**src/rtl/ysyx_25070198_ifu_fifo_if.sv**
```systemverilog
`default_nettype none
// ============================================================================
// Module   : ysyx_25070198_ifu_fifo_if
// Brief    : Instruction-fetch bus (request/response) handshake bundle.
// Revision : 1.0
// ============================================================================
interface ysyx_25070198_ifu_fifo_if;
  logic        req_valid;
  logic        req_ready;
  logic [31:0] req_addr;
  logic        resp_valid;
  logic        resp_ready;
  logic [31:0] resp_data;
  logic        resp_err;

  modport master (
    output req_valid, req_addr, resp_ready,
    input  req_ready, resp_valid, resp_data, resp_err
  );

  modport slave (
    input  req_valid, req_addr, resp_ready,
    output req_ready, resp_valid, resp_data, resp_err
  );
endinterface
`default_nettype wire

```
**src/rtl/ysyx_25070198_ifu_fifo.sv**
```systemverilog
`default_nettype none
// ============================================================================
// Module   : ysyx_25070198_ifu_fifo
// Brief    : Fetch unit with one outstanding bus request and a small
//            registered instruction buffer, flushed on redirect.
// Revision : 1.0
// ============================================================================
module ysyx_25070198_ifu_fifo #(
  parameter logic [31:0] RESET_PC = 32'h8000_0000,
  parameter int          DEPTH    = 4
) (
  input  wire                              clk,
  input  wire                              rst,
  input  wire                              redirect,
  input  wire  [31:0]                      redirect_pc,
  ysyx_25070198_ifu_fifo_if.master         bus,
  output logic                             out_valid,
  input  wire                              out_ready,
  output logic [31:0]                      out_pc,
  output logic [31:0]                      out_inst,
  output logic                             out_err
);

  localparam int PW = $clog2(DEPTH);
  localparam int CW = PW + 1;
  localparam logic [CW-1:0] C_DEPTH = CW'(DEPTH);

  localparam logic [1:0] C_ST_REQ   = 2'd0;
  localparam logic [1:0] C_ST_WAIT  = 2'd1;
  localparam logic [1:0] C_ST_FLUSH = 2'd2;

  logic [1:0]    r_state;
  logic [1:0]    w_state_nxt;
  logic [31:0]   r_fetch_pc;
  logic [31:0]   r_req_pc;
  logic [PW-1:0] r_wr_ptr;
  logic [PW-1:0] r_rd_ptr;
  logic [CW-1:0] r_count;
  logic [31:0]   r_mem_pc   [DEPTH];
  logic [31:0]   r_mem_inst [DEPTH];
  logic          r_mem_err  [DEPTH];

  logic        w_req_hs;
  logic        w_resp_hs;
  logic        w_push;
  logic        w_pop;
  logic        w_not_full;
  logic [31:0] w_redirect_tgt;

  assign w_not_full     = (r_count < C_DEPTH);
  assign w_req_hs       = bus.req_valid && bus.req_ready;
  assign w_resp_hs      = bus.resp_valid && bus.resp_ready;
  assign w_pop          = out_valid && out_ready;
  assign w_push         = w_resp_hs && (r_state == C_ST_WAIT) && !redirect;
  assign w_redirect_tgt = redirect_pc & 32'hFFFF_FFFC;

  always_ff @(posedge clk or negedge rst) begin
    if (!rst) begin
      r_state <= C_ST_REQ;
    end else begin
      r_state <= w_state_nxt;
    end
  end

  always_comb begin
    w_state_nxt = r_state;
    case (r_state)
      C_ST_REQ: begin
        if (w_req_hs) begin
          w_state_nxt = redirect ? C_ST_FLUSH : C_ST_WAIT;
        end
      end
      C_ST_WAIT: begin
        // A response coinciding with redirect is dropped but still retires the request.
        if (w_resp_hs) begin
          w_state_nxt = C_ST_REQ;
        end else if (redirect) begin
          w_state_nxt = C_ST_FLUSH;
        end
      end
      C_ST_FLUSH: begin
        if (w_resp_hs) begin
          w_state_nxt = C_ST_REQ;
        end
      end
      default: w_state_nxt = C_ST_REQ;
    endcase
  end

  // Outputs are gated by rst so they drop to zero as soon as reset asserts.
  always_comb begin
    bus.req_valid  = 1'b0;
    bus.req_addr   = '0;
    bus.resp_ready = 1'b0;
    if (rst) begin
      case (r_state)
        C_ST_REQ: begin
          bus.req_valid = w_not_full;
          bus.req_addr  = r_fetch_pc;
        end
        C_ST_WAIT, C_ST_FLUSH: bus.resp_ready = 1'b1;
        default: ;
      endcase
    end
  end

  always_ff @(posedge clk or negedge rst) begin
    if (!rst) begin
      r_fetch_pc <= RESET_PC;
      r_req_pc   <= '0;
      r_wr_ptr   <= '0;
      r_rd_ptr   <= '0;
      r_count    <= '0;
    end else begin
      if (w_req_hs) begin
        r_req_pc <= r_fetch_pc;
      end
      if (redirect) begin
        r_fetch_pc <= w_redirect_tgt;
        r_wr_ptr   <= '0;
        r_rd_ptr   <= '0;
        r_count    <= '0;
      end else begin
        if (w_req_hs) begin
          r_fetch_pc <= r_fetch_pc + 32'd4;
        end
        if (w_push) begin
          r_wr_ptr <= r_wr_ptr + PW'(1);
        end
        if (w_pop) begin
          r_rd_ptr <= r_rd_ptr + PW'(1);
        end
        case ({w_push, w_pop})
          2'b10:   r_count <= r_count + CW'(1);
          2'b01:   r_count <= r_count - CW'(1);
          default: ;
        endcase
      end
    end
  end

  always_ff @(posedge clk) begin
    if (w_push) begin
      r_mem_pc[r_wr_ptr]   <= r_req_pc;
      r_mem_inst[r_wr_ptr] <= bus.resp_data;
      r_mem_err[r_wr_ptr]  <= bus.resp_err;
    end
  end

  assign out_valid = (r_count != '0);
  assign out_pc    = out_valid ? r_mem_pc[r_rd_ptr]   : '0;
  assign out_inst  = out_valid ? r_mem_inst[r_rd_ptr] : '0;
  assign out_err   = out_valid ? r_mem_err[r_rd_ptr]  : 1'b0;

endmodule
`default_nettype wire

```
**src/flat_wrapper.sv**
```systemverilog
// flat-port wrapper written by rule: the top's interface ports become plain ports
module ysyx_25070198_ifu_fifo_flat 
#(
  parameter logic [31:0] RESET_PC = 32'h8000_0000,
  parameter int          DEPTH    = 4
)
  (clk, rst, redirect, redirect_pc, out_valid, out_ready, out_pc, out_inst, out_err, bus_req_valid, bus_req_addr, bus_resp_ready, bus_req_ready, bus_resp_valid, bus_resp_data, bus_resp_err);
  ysyx_25070198_ifu_fifo_if bus_i ();
  input  wire clk;
  input  wire rst;
  input  wire redirect;
  input  wire  [31:0] redirect_pc;
  output logic out_valid;
  input  wire out_ready;
  output logic [31:0] out_pc;
  output logic [31:0] out_inst;
  output logic out_err;
  output wire logic [$bits(bus_i.req_valid)-1:0] bus_req_valid;
  output wire logic [$bits(bus_i.req_addr)-1:0] bus_req_addr;
  output wire logic [$bits(bus_i.resp_ready)-1:0] bus_resp_ready;
  input wire logic [$bits(bus_i.req_ready)-1:0] bus_req_ready;
  input wire logic [$bits(bus_i.resp_valid)-1:0] bus_resp_valid;
  input wire logic [$bits(bus_i.resp_data)-1:0] bus_resp_data;
  input wire logic [$bits(bus_i.resp_err)-1:0] bus_resp_err;
  assign bus_req_valid = bus_i.req_valid;
  assign bus_req_addr = bus_i.req_addr;
  assign bus_resp_ready = bus_i.resp_ready;
  assign bus_i.req_ready = bus_req_ready;
  assign bus_i.resp_valid = bus_resp_valid;
  assign bus_i.resp_data = bus_resp_data;
  assign bus_i.resp_err = bus_resp_err;
  ysyx_25070198_ifu_fifo #(.RESET_PC(RESET_PC), .DEPTH(DEPTH)) u_core (.clk(clk), .rst(rst), .redirect(redirect), .redirect_pc(redirect_pc), .bus(bus_i), .out_valid(out_valid), .out_ready(out_ready), .out_pc(out_pc), .out_inst(out_inst), .out_err(out_err));
endmodule
```
**config.mk**
```make
export PLATFORM = sky130hd
export DESIGN_NAME = ysyx_25070198_ifu_fifo_flat
export DESIGN_NICKNAME = d
export VERILOG_FILES = /design/src/rtl/ysyx_25070198_ifu_fifo_if.sv /design/src/rtl/ysyx_25070198_ifu_fifo.sv /design/src/flat_wrapper.sv
export SDC_FILE = /design/constraint.sdc
export NUM_CORES = 1
export LEC_CHECK = 0
export ABC_CLOCK_PERIOD_IN_PS = 4300
export CAP_MARGIN = 10
export CORE_MARGIN = 3
export CORE_UTILIZATION = 33
export DETAILED_ROUTE_END_ITERATION = 8
export SLEW_MARGIN = 20
export SYNTH_ARGS = -nofsm -noshare
export SYNTH_HDL_FRONTEND = slang
export SYNTH_SLANG_ARGS = --single-unit
```
**constraint.sdc**
```tcl
create_clock -name clk -period 4.3 [get_ports clk]
set_input_delay 0.86 -clock clk [delete_from_list [all_inputs] [get_ports clk]]
set_output_delay 0.86 -clock clk [all_outputs]
set_load 0.005 [all_outputs]
```
After elaboration in Yosys (flattened, before gate mapping)
Memories as Yosys holds them, arrays and structs flattened.
Index checks and enable logic that the tools add are counted.
{"block": "totals", "register_bits": 73, "mem_bits_ro": 0, "ram_bits": 260, "mem_count": 3, "latchBits": 0}
{"block": "op_classes", "eq_ne": 7, "n_lt_le_gt_ge": 1, "muxes": 25, "mul": 0, "n_reduce_logical": 14, "shifts": 0, "div_mod_pow": 0, "add_sub_neg": 5, "bitwise_logic": 0}
{"name": "u_core.r_mem_inst", "depth": 4, "word_bits": 32, "read_ports": 1, "rd_ports_with_merged_regs": 0, "wr": 1, "line_no": "ysyx_25070198_ifu_fifo.sv:40", "text": "logic [31:0] r_mem_inst [DEPTH];"}
{"name": "u_core.r_mem_pc", "depth": 4, "word_bits": 32, "read_ports": 1, "rd_ports_with_merged_regs": 0, "wr": 1, "line_no": "ysyx_25070198_ifu_fifo.sv:39", "text": "logic [31:0] r_mem_pc [DEPTH];"}
{"name": "u_core.r_mem_err", "depth": 4, "word_bits": 1, "read_ports": 1, "rd_ports_with_merged_regs": 0, "wr": 1, "line_no": "ysyx_25070198_ifu_fifo.sv:41", "text": "logic r_mem_err [DEPTH];"}
{"cell": "32-bit two-way mux", "n": 6}
{"cell": "32-bit by 3-bit adder with 32-bit output, second input constant", "n": 1}
{"cell": "2-bit two-way mux", "n": 9}
{"cell": "1-bit two-way mux", "n": 7}
{"cell": "2-bit one-hot mux with 3 select lines", "n": 1}
{"cell": "3-bit one-hot mux with 2 select lines", "n": 1}
{"cell": "2-bit nonzero test", "n": 3}
{"cell": "3-bit nonzero test", "n": 2}
{"cell": "1-bit logical AND", "n": 5}
{"cell": "2-bit by 1-bit adder with 2-bit output, second input constant", "n": 2}
{"cell": "2-bit by 1-bit equality test with 1-bit output, second input constant", "n": 2}
{"cell": "2-bit equality test, second input constant", "n": 2}
{"cell": "2-bit by 1-bit != test with 1-bit output, second input constant", "n": 2}
{"cell": "3-bit by 1-bit adder with 3-bit output, second input constant", "n": 1}
{"cell": "3-bit less-than comparator, second input constant", "n": 1}
{"cell": "3-bit two-way mux", "n": 1}
{"cell": "3-bit by 2-bit != test with 1-bit output, second input constant", "n": 1}
{"cell": "3-bit AND reduction", "n": 1}
{"cell": "3-bit by 1-bit subtractor with 3-bit output, second input constant", "n": 1}
{"cell": "2-bit zero test", "n": 1}
{"cell": "2-bit OR reduction", "n": 1}
{"cell": "1-bit zero test", "n": 1}

Longest topological paths before layout
Gate-level depths: netlist of run 1.
{"block": "depth", "ltp_word": 10, "mapped_depth": 9, "depth_no_buf": 9}

Worst setup path after synthesis of run 1
No wires, ideal clock.
{"block": "synth_timing", "path_type": "in2reg", "from": "input port rst", "to": "memory u_core.r_mem_err[0], enable pin", "cell_stages": 4, "arrival_time_ns": 3.112, "setup_ns": 0.428, "required_ns": 3.872, "slack_ns": 0.760, "cell_sequence": "clkbuf_1 -> nand4_1 -> nor2_1 -> and2_1"}
{"block": "synth_via", "elab_chain_cells": 6}
{"element": "start, declared", "line_no": "flat_wrapper.sv:10", "text": "input wire rst;"}
{"element": "1-bit two-way mux", "line_no": "ysyx_25070198_ifu_fifo.sv:95", "text": "if (rst) begin"}
{"element": "1-bit logical AND", "line_no": "ysyx_25070198_ifu_fifo.sv:52", "text": "assign w_resp_hs = bus.resp_valid && bus.resp_ready;"}
{"element": "1-bit logical AND (2 in series)", "line_no": "ysyx_25070198_ifu_fifo.sv:54", "text": "assign w_push = w_resp_hs && (r_state == C_ST_WAIT) && !redirect;"}
{"element": "1-bit two-way mux", "line_no": "ysyx_25070198_ifu_fifo.sv:143", "text": "if (w_push) begin"}
{"element": "1-bit two-way mux (implied by the code)", "line_no": "ysyx_25070198_ifu_fifo.sv:146", "text": "r_mem_err[r_wr_ptr] <= bus.resp_err;"}
{"element": "end, declared", "line_no": "ysyx_25070198_ifu_fifo.sv:41"}
Every way passes these cells.

Final worst setup path of run 1
{"block": "layout_timing", "from": "register u_core.r_rd_ptr[0]", "to": "output port out_pc[29]"}
{"block": "layout_via", "elab_chain_cells": 2}
{"element": "start, declared", "line_no": "ysyx_25070198_ifu_fifo.sv:37", "text": "logic [PW-1:0] r_rd_ptr;"}
{"element": "start signal, assigned", "line_no": "ysyx_25070198_ifu_fifo.sv:131", "text": "r_rd_ptr <= r_rd_ptr + PW'(1);"}
{"element": "memory 4 x 32 bit"}
{"element": "32-bit two-way mux", "line_no": "ysyx_25070198_ifu_fifo.sv:151", "text": "assign out_pc = out_valid ? r_mem_pc[r_rd_ptr] : '0;"}
{"element": "end, declared", "line_no": "flat_wrapper.sv:15", "text": "output logic [31:0] out_pc;"}
Every way passes these cells.

==> run_results.csv, run 1 <==
group,metric,value,unit
clock_network,cts_buffer_depth,3,
synth,synth_edf_count,252,
sta,setup_ws,0.685,ns
clock_network,cts_made_buffers,35,
synth,netlist.area_leader.share,57.4,%
synth,ys.flop_type,"edfxtp_1",
status,status,"finished, final reports clean",
global_routing,grt.met1_usage,20.3,%
route,wl_per_cell,19.2,um
clock_network,clock_latency,0.51,ns
synth,yosysUniqueCellTypes,48,
sta,fmax,0.277,GHz
sta,fin_setup_tns,0,ns
clock_network,post_cts_buffers,0,
power,p_leak,5.74,nW
worst_setup_path,r2r_end,"u_core.r_fetch_pc[27]",
synth,synthArstFlopShare,21.5,%
floorplanning,die_area,42400,um^2
sta,relSlewSlack,57.9,%
route,wirelength,29700,um
cells_and_area,fill_cells,3560,
place,pre_cts_slack,0.983,ns
route,drt-vias-per-instance,4.88,
place,place_inst,1485,
synth,synth_area,13200,um^2
synth,ys_seq_elements,321,
worst_setup_path,cp-end-kind,"output port",
worst_setup_path,required,3.44,ns
power,ir_drop,218,uV
synth,ys_top_cells_by_area,"edfxtp_1 57%, dfrtp_1 13%, mux4_2 11%, and2_1 3.3%, nand2_1 3.0%",
route,routed-via-count,7559,
global_routing,grt_pass1_vias,8036,
cells_and_area,multiInputGateArea,3620,um^2
clock_network,cts_resized,0,
route,firstDrtPassIters,4,
floorplanning,core_area,39100,um^2
place,place.gp.congestion,0.780,
synth,synth_commonest_cells,"252 x edfxtp_1, 104 x nand2_1, 69 x and2_1",
global_routing,busiest_layer,"met2",
clock_network,cts-root-buf,"clkbuf_16",
worst_setup_path,crit_fanout,28,
synth,yosysSeqAreaShare,70.5,%
place,dp_hpwl,19300,um
cells_and_area,fin_cells,1549,
clock_network,path_clk_slew,0.06,ns
global_routing,grt_use_total,14.2,%
power,p_int,6.21,mW
worst_setup_path,r2r_cells,6,
power,total_power,8.30,mW
sta,setup_viol,0,
sta,final.period_utilization,84.1,%
power,pwr_density_cell,500,nW/um^2
power,seqPwrFrac,48.0,%
power,netSwitchingFraction,25.2,%
route,drc,0,
cells_and_area,fin_nets,1084,
cells_and_area,drive_above_1_share,14.4,%
cells_and_area,seqCellArea,9300,um^2
synth,yosysWarnings,0,
cells_and_area,synthToLayoutAreaGrowth,25.8,%
clock_network,tritoncts,"done",
sta,skew,0.0147,ns
sta,period_needed,3.62,ns
power,clkPwrFrac,34.3,%
synth,synth.most_common_cell,"edfxtp_1",
route,final_antenna_net_count,0,
sta,hold_violations,0,
power,power_switching,2.09,mW
clock_network,cts.sinks,321,
worst_setup_path,start_kind,"register",
hold_path,min_path_type,"input port to asynchronous set/reset pin",
sta,finalMaxSlewViolations,0,
global_routing,grt-ovfl-total,0,
worst_setup_path,r2r_slack,1.56,ns
cells_and_area,diodes,0,
floorplanning,rows,72,
run,max_cap_viol_count,0,
route,first_iter_violations,485,
global_routing,met3_usage,2.82,%
worst_setup_path,crit_type,"register to output port",
synth,avgSynthCellArea,15.9,um^2
global_routing,use_met2,22.7,%
clock_network,h-tree-depth,2,
synth,synthCells,830,
floorplanning,die_w,206,um
sta,tightest_slew,0.632,ns
global_routing,grt_max_degree,55,
floorplanning,start_util,33.7,%
worst_setup_path,rr_startpoint,"u_core.r_state[0]",
power,pwr-share-comb,17.7,%
clock_network,cts-hold-fix-buffers,0,
global_routing,antenna_found_initial,0,
place,portBuffers,164,
worst_setup_path,worstPathArrival,2.76,ns
sta,rsz0062_at_grt,"no",
global_routing,grt_first_pass_wirelength,47000,um
floorplanning,die_height,206,um
synth,synth_area_leader_cell,"edfxtp_1",
floorplanning,ios,171,
## worst max path at each step
stage                     cells past startpoint                      end                from  slack (ns)
final                                         4               out_pc[29]  u_core.r_rd_ptr[0]        0.68
after global routing                          4               out_pc[29]  u_core.r_rd_ptr[0]        0.51
after CTS                                     4               out_pc[29]  u_core.r_rd_ptr[0]        0.57
after detailed placement                      5   u_core.r_mem_pc[0][26]      bus_resp_valid        0.98
after global placement                        5  u_core.r_mem_inst[0][6]      bus_resp_valid        1.01
after floorplan                               4      u_core.r_mem_err[0]                 rst        0.76
## power by group through the flow
stage	clock network [mW]	logic, mW	registers, mW
floorplan	0	0.790	3.92
global placement	0	1.49	4.03
detailed placement	0	1.50	4.06
CTS	2.95	1.51	3.99
global route	3.07	1.64	4.03
finish	2.85	1.47	3.98
## critical path: stages, from the launching register on
cell	delay (ns)
dfrtp_4	0.70
buf_12	0.31
mux4_2	0.60
and2_1	0.19
clkdlybuf4s50_1	0.43
## cell families after synthesis
kind of cell	after synthesis	synth area share [%]
and+or+nand+nor	292	11.4
xor gates and xnor gates	14	0.930
AOI/OAI and AO/OA	62	2.93
other	1	0.0284
DFF	321	70.5
adders and majority gates	9	0.911
muxes	67	11.1
buffers and inverters	64	2.23
## per-stage QoR
step                util, %  instance area (um^2)  hold slack, ns
floorplan                 -                 13200           0.476
global placement       39.6                 15500           0.496
detailed placement     39.6                 15500           0.513
CTS                    42.4                 16600           0.200
global route           42.4                 16600           0.213
finish                 42.4                 16600           0.229
## layer usage
metal | vias up | routed length (um)
li1 | 3498 | -
met1 | 3798 | 13900
met2 | 227 | 13600
met3 | 36 | 1750
met4 | 0 | 433
met5 | - | 0
## cell usage in the layout (no fill, tap or decap), types with 18 or more instances in the layout
master and instances:
o21ai_0 23, a31oi_1 18, buf_4 19, clkdlybuf4s50_1 163
and3_1 26, mux4_2 63, edfxtp_1 252, nand2_1 104
clkbuf_16 36, and2_1 65, dfrtp_1 66, nor2_1 37
## final cells by class
cell class	instances	share of cell area, %
Sequential cell	321	56.1
Multi-Input combinational cell	448	21.8
Timing Repair Buffer	187	11.3
Clock buffer	46	5.78
Tap cell	518	3.91
Clock inverter	18	0.897
Inverter	11	0.249
## flip-flops by register name (all words and copies together) (netlist names)
register           flops
u_core.r_mem_pc      120
u_core.r_fetch_pc     30
u_core.r_mem_err       4
u_core.r_count         3
u_core.r_state         2
u_core.r_req_pc       30
u_core.r_rd_ptr        2
u_core.r_mem_inst    128
u_core.r_wr_ptr        2
No activity file was read; power rests on OpenSTA's default activity.
==> run 2: changes to the inputs <==
- ABC_CLOCK_PERIOD_IN_PS: 4300 -> 3300
- clock period: 4.3 -> 3.3 ns (I/O delays scaled with it)
==> run 2 against run 1 <==
  * Power increased by 36%
  * Cell count increased by 0.71%
  * Clock power increased by 44%
  * Hold slack got worse by 0.18 ns
  * Global-route usage decreased by 0.062 points
  * Non-clock buffer count increased by 11
  * Sequential cell count unchanged
  * Largest power group unchanged
  * Highest routed layer unchanged
==> run_results.csv, run 2 (synthesis gave the netlist of run 1 again) <==
group,metric,value,unit
status,status,"finished, final reports clean",
clock_network,cts_made_buffers,36,
sta,fin_setup_tns,0,ns
power,p_leak,5.87,nW
worst_setup_path,rr_startpoint,"u_core.r_state[0]",
cells_and_area,multiInputGateArea,3620,um^2
floorplanning,rows,72,
route,final_antenna_net_count,0,
route,wl_per_cell,19.2,um
clock_network,h-tree-depth,2,
sta,setup_viol,0,
place,place_inst,1493,
cells_and_area,drive_above_1_share,16.1,%
cells_and_area,fill_cells,3529,
place,pre_cts_slack,0.362,ns
place,portBuffers,164,
sta,final.period_utilization,95.9,%
clock_network,cts-root-buf,"clkbuf_16",
worst_setup_path,required,2.64,ns
worst_setup_path,cpLargestDelayFamily,"buffers and inverters",
worst_setup_path,r2r_cells,6,
cells_and_area,final_common_cell,"edfxtp_1",
floorplanning,core_area,39100,um^2
cells_and_area,largest_reg_flops,128,
sta,period_needed,3.16,ns
worst_setup_path,r2r_slack,0.78,ns
place,post_dp_cell_area,15600,um^2
clock_network,tritoncts,"done",
worst_setup_path,critPathSlowestCell,"clkdlybuf4s50_1",
cells_and_area,largestRegisters,"u_core.r_mem_inst: 128 flops, u_core.r_mem_pc: 120 flops",
clock_network,cts.sinks,321,
sta,rsz0062_at_grt,"no",
clock_network,clock_latency,0.51,ns
sta,setup_ws,0.135,ns
worst_setup_path,crit_type,"register to output port",
power,pwr_density_cell,669,nW/um^2
worst_setup_path,cpPeakStageDelay,0.52,ns
floorplanning,ios,171,
floorplanning,start_util,33.7,%
floorplanning,die_area,42400,um^2
cells_and_area,diodes,0,
worst_setup_path,cp-end-kind,"output port",
route,first_iter_violations,425,
cells_and_area,stdcell_area,16900,um^2
worst_setup_path,worstPathArrival,2.50,ns
global_routing,grt-ovfl-total,0,
worst_setup_path,crit_chain,"or3_2 -> buf_4 -> and2_1 -> clkdlybuf4s50_1",
route,drc,0,
global_routing,antenna_found_initial,0,
sta,skew,0.0130,ns
cells_and_area,fin_nets,1096,
sta,fmax,0.316,GHz
run,max_cap_viol_count,0,
global_routing,grt_use_total,14.2,%
place,dp_hpwl,19600,um
power,ir_drop,274,uV
route,wirelength,30000,um
floorplanning,die_height,206,um
worst_setup_path,crit_fanout,48,
route,routed-via-count,7656,
clock_network,path_clk_slew,0.06,ns
route,drt-vias-per-instance,4.91,
cells_and_area,regMostFlops,"u_core.r_mem_inst",
cells_and_area,fin_cells,1560,
place,place.gp.congestion,0.759,
global_routing,grt_first_pass_wirelength,46700,um
global_routing,grt_pass1_vias,7956,
cells_and_area,synthToLayoutAreaGrowth,28.0,%
route,firstDrtPassIters,5,
sta,relSlewSlack,58.8,%
floorplanning,die_w,206,um
worst_setup_path,r2r_end,"u_core.r_fetch_pc[31]",
hold_path,min_path_type,"input port to asynchronous set/reset pin",
worst_setup_path,start_kind,"register",
sta,hold_violations,0,
sta,finalMaxSlewViolations,0,
global_routing,grt_max_degree,49,
cells_and_area,final_cell_mix,"252 x edfxtp_1, 163 x clkdlybuf4s50_1, 104 x nand2_1",
clock_network,cts_buffer_depth,3,
sta,tightest_slew,0.617,ns
worst_setup_path,crit_buf_inv,2,
cells_and_area,seqCellArea,9300,um^2
[run 2: how the worst max path moves through the flow]
stage / start / cells past startpoint / to / slack, ns
2_1_floorplan: rst / 4 / u_core.r_mem_err[0] / 0.64
3_3_place_gp: bus_req_ready / 5 / u_core.r_fetch_pc[31] / 0.38
3_5_place_dp: bus_req_ready / 5 / u_core.r_fetch_pc[27] / 0.36
4_1_cts: u_core.r_count[0] / 4 / out_pc[3] / 0.09
5_1_grt: u_core.r_count[0] / 4 / out_pc[2] / 0.02
6_report: u_core.r_count[0] / 4 / out_pc[2] / 0.14
[run 2: where the power goes]
group	leakage, nW	switching, mW	internal [mW]
Sequential	3.11	0.328	4.83
Combinational	2.16	0.920	1.10
Clock	0.591	1.56	2.54
Total	5.87	2.80	8.48
[run 2: timing repair]
| action | 4_1_cts | 5_1_grt |
|---|---|---|
| setup buffers | 3 | 0 |
| resized for setup | 0 | 1 |
| endpoints found under the setup margin | 33 | 6 |
| hold buffers | 0 | 0 |
[run 2: stage by stage]
step,power [mW],hold slack (ns),util [%]
2_1_floorplan,6.13,0.364,-
5_1_grt,11.8,0.0465,43.2
4_1_cts,11.4,0.0337,43.1
6_report,11.3,0.0498,43.2
3_5_place_dp,7.27,0.514,39.9
3_3_place_gp,7.23,0.493,39.9
[run 2: layer usage]
| metal | global-route usage, % | wire [um] |
|---|---|---|
| met1 | 19.8 | 13400 |
| met2 | 22.8 | 14000 |
| met5 | 0 | 0 |
| met4 | 3.27 | 506 |
| met3 | 3.23 | 2040 |
[run 2: final cells by class]
class,instances,area share [%]
Inverter,11,0.245
Multi-Input combinational cell,448,21.5
Clock buffer,42,5.66
Clock inverter,22,1.61
Sequential cell,321,55.1
Tap cell,518,3.84
Timing Repair Buffer,198,12.0
==> run 3: changes to the inputs <==
- CORE_UTILIZATION: 33 -> 35
==> run 3 against run 2 <==
  * Critical path type unchanged
  * Hold slack better by 0.47 ns
  * Power is 1.9% lower
  * Cell count is 1.0% lower
  * Critical path depth stayed put
  * Sequential cell count stayed put
  * Register-to-register slack hardly changed
  * Largest power group unchanged
  * Highest routed layer unchanged
  * Largest cell class unchanged
  * Via count is 0.86% higher
  * Non-clock buffer count is 4 lower
  * Maximum frequency is 0.50% lower
==> run_results.csv, run 3 (synthesis gave the netlist of run 1 again) <==
group,metric,value,unit
sta,tightest_slew,0.782,ns
sta,period_needed,3.18,ns
worst_setup_path,cp-end-kind,"output port",
place,place.gp.congestion,0.760,
clock_network,cts_made_buffers,36,
place,pre_cts_slack,0.529,ns
hold_path,hold_depth,0,
hold_path,hold_end,"u_core.r_mem_pc[1][15]",
global_routing,grt_use_total,14.9,%
place,portBuffers,164,
route,final_antenna_net_count,0,
global_routing,antenna_found_initial,0,
sta,hold_violations,0,
route,routed-via-count,7722,
cells_and_area,drive_above_1_share,16.0,%
clock_network,path_clk_slew,0.06,ns
worst_setup_path,worstPathArrival,2.52,ns
worst_setup_path,required,2.64,ns
floorplanning,core_area,36900,um^2
sta,setup_ws,0.119,ns
sta,skew,0.0294,ns
cells_and_area,final_common_cell,"edfxtp_1",
place,dp_hpwl,19100,um
sta,relSlewSlack,47.4,%
hold_path,hp-start,"u_core.r_req_pc[15]",
floorplanning,die_w,200,um
sta,final.period_utilization,96.4,%
global_routing,grt_pass1_vias,7840,
status,status,"finished, final reports clean",
run,max_cap_viol_count,0,
cells_and_area,diodes,0,
power,p_leak,5.85,nW
floorplanning,ios,171,
power,seqPwrFrac,46.6,%
power,total_power,11.1,mW
power,pwr-share-comb,17.9,%
sta,finalMaxSlewViolations,0,
worst_setup_path,r2r_cells,6,
worst_setup_path,start_kind,"register",
clock_network,clock_latency,0.52,ns
sta,fmax,0.314,GHz
sta,hold_ws,0.518,ns
power,ir_drop,311,uV
worst_setup_path,r2r_slack,0.77,ns
cells_and_area,fin_nets,1092,
sta,fin_setup_tns,0,ns
clock_network,cts.sinks,321,
route,drc,0,
sta,rsz0062_at_grt,"no",
global_routing,grt_max_degree,49,
cells_and_area,synthToLayoutAreaGrowth,27.3,%
hold_path,min_path_type,"register to register",
cells_and_area,final_cell_mix,"252 x edfxtp_1, 163 x clkdlybuf4s50_1, 103 x nand2_1",
clock_network,tritoncts,"done",
route,wirelength,29700,um
clock_network,h-tree-depth,2,
cells_and_area,regMostFlops,"u_core.r_mem_inst",
worst_setup_path,rr_startpoint,"u_core.r_state[0]",
route,firstDrtPassIters,5,
route,drt-vias-per-instance,5.00,
clock_network,cts_buffer_depth,3,
power,netSwitchingFraction,25.4,%
worst_setup_path,crit_fanout,48,
floorplanning,rows,70,
cells_and_area,fill_cells,3238,
floorplanning,start_util,35.8,%
worst_setup_path,crit_type,"register to output port",
route,wl_per_cell,19.2,um
power,clkPwrFrac,35.5,%
sta,setup_viol,0,
floorplanning,die_area,40000,um^2
clock_network,post_cts_buffers,0,
power,power_switching,2.81,mW
clock_network,cts-root-buf,"clkbuf_16",
power,pwr_density_cell,660,nW/um^2
floorplanning,die_height,200,um
global_routing,grt_first_pass_wirelength,45900,um
cells_and_area,largest_reg_flops,128,
power,p_int,8.26,mW
global_routing,grt-ovfl-total,0,
route,first_iter_violations,521,
worst_setup_path,r2r_end,"u_core.r_fetch_pc[28]",
cells_and_area,largestRegisters,"u_core.r_mem_inst: 128 flops, u_core.r_mem_pc: 120 flops",
[run 3: metal layers]
layer	vias to the layer above	routed length (um)	track usage, %
met5	-	0	0
met3	43	1950	3.24
li1	3505	-	-
met2	246	13600	23.1
met1	3928	13600	21.5
met4	0	557	3.52
[run 3: repair_timing]
item	in CTS	in global routing
gates resized for setup	1	0
hold buffers	1	0
hold endpoints to repair	7	0
endpoints found under the setup margin	1	0
[run 3: power by group through the flow]
stage	clock, mW	combinational (mW)	sequential, mW
4_1_cts	4.05	2.04	5.16
2_1_floorplan	0	1.03	5.10
3_5_place_dp	0	2.02	5.24
3_3_place_gp	0	2.01	5.21
5_1_grt	4.22	2.20	5.20
6_report	3.93	1.98	5.16
[run 3: through the flow]
step           cell area [um^2]  cells  util (%)
2_1_floorplan             13200    833         -
3_3_place_gp              15600   1477      42.3
3_5_place_dp              15600   1477      42.3
4_1_cts                   16800   1544      45.5
5_1_grt                   16800   1544      45.5
6_report                  16800   1544      45.5
[run 3: cell type report]
cell class                 instances  area [um^2]  area share (%)
clock buffer                      47         1030            6.17
timing repair buffer             194         2000            11.9
inverter                          11         41.3           0.246
tap                              504          631            3.76
multi-input combinational        448         3620            21.6
clock inverter                    19          149           0.887
sequential                       321         9300            55.4
[run 3: worst max-delay path: stages (launching register included)]
cell             delay (ns)
dfrtp_1                0.43
or3_2                  0.50
buf_4                  0.31
and2_1                 0.28
clkdlybuf4s50_1        0.47
[run 3: worst max path at each step]
stage,start,endpoint,slack [ns]
after floorplan,rst,u_core.r_mem_err[0],0.64
after global placement,bus_req_ready,u_core.r_fetch_pc[31],0.55
after detailed placement,bus_req_ready,u_core.r_fetch_pc[31],0.53
after CTS,u_core.r_count[0],out_pc[19],0.06
after global routing,u_core.r_state[1],bus_req_addr[10],0.01
final,u_core.r_count[0],out_pc[19],0.12
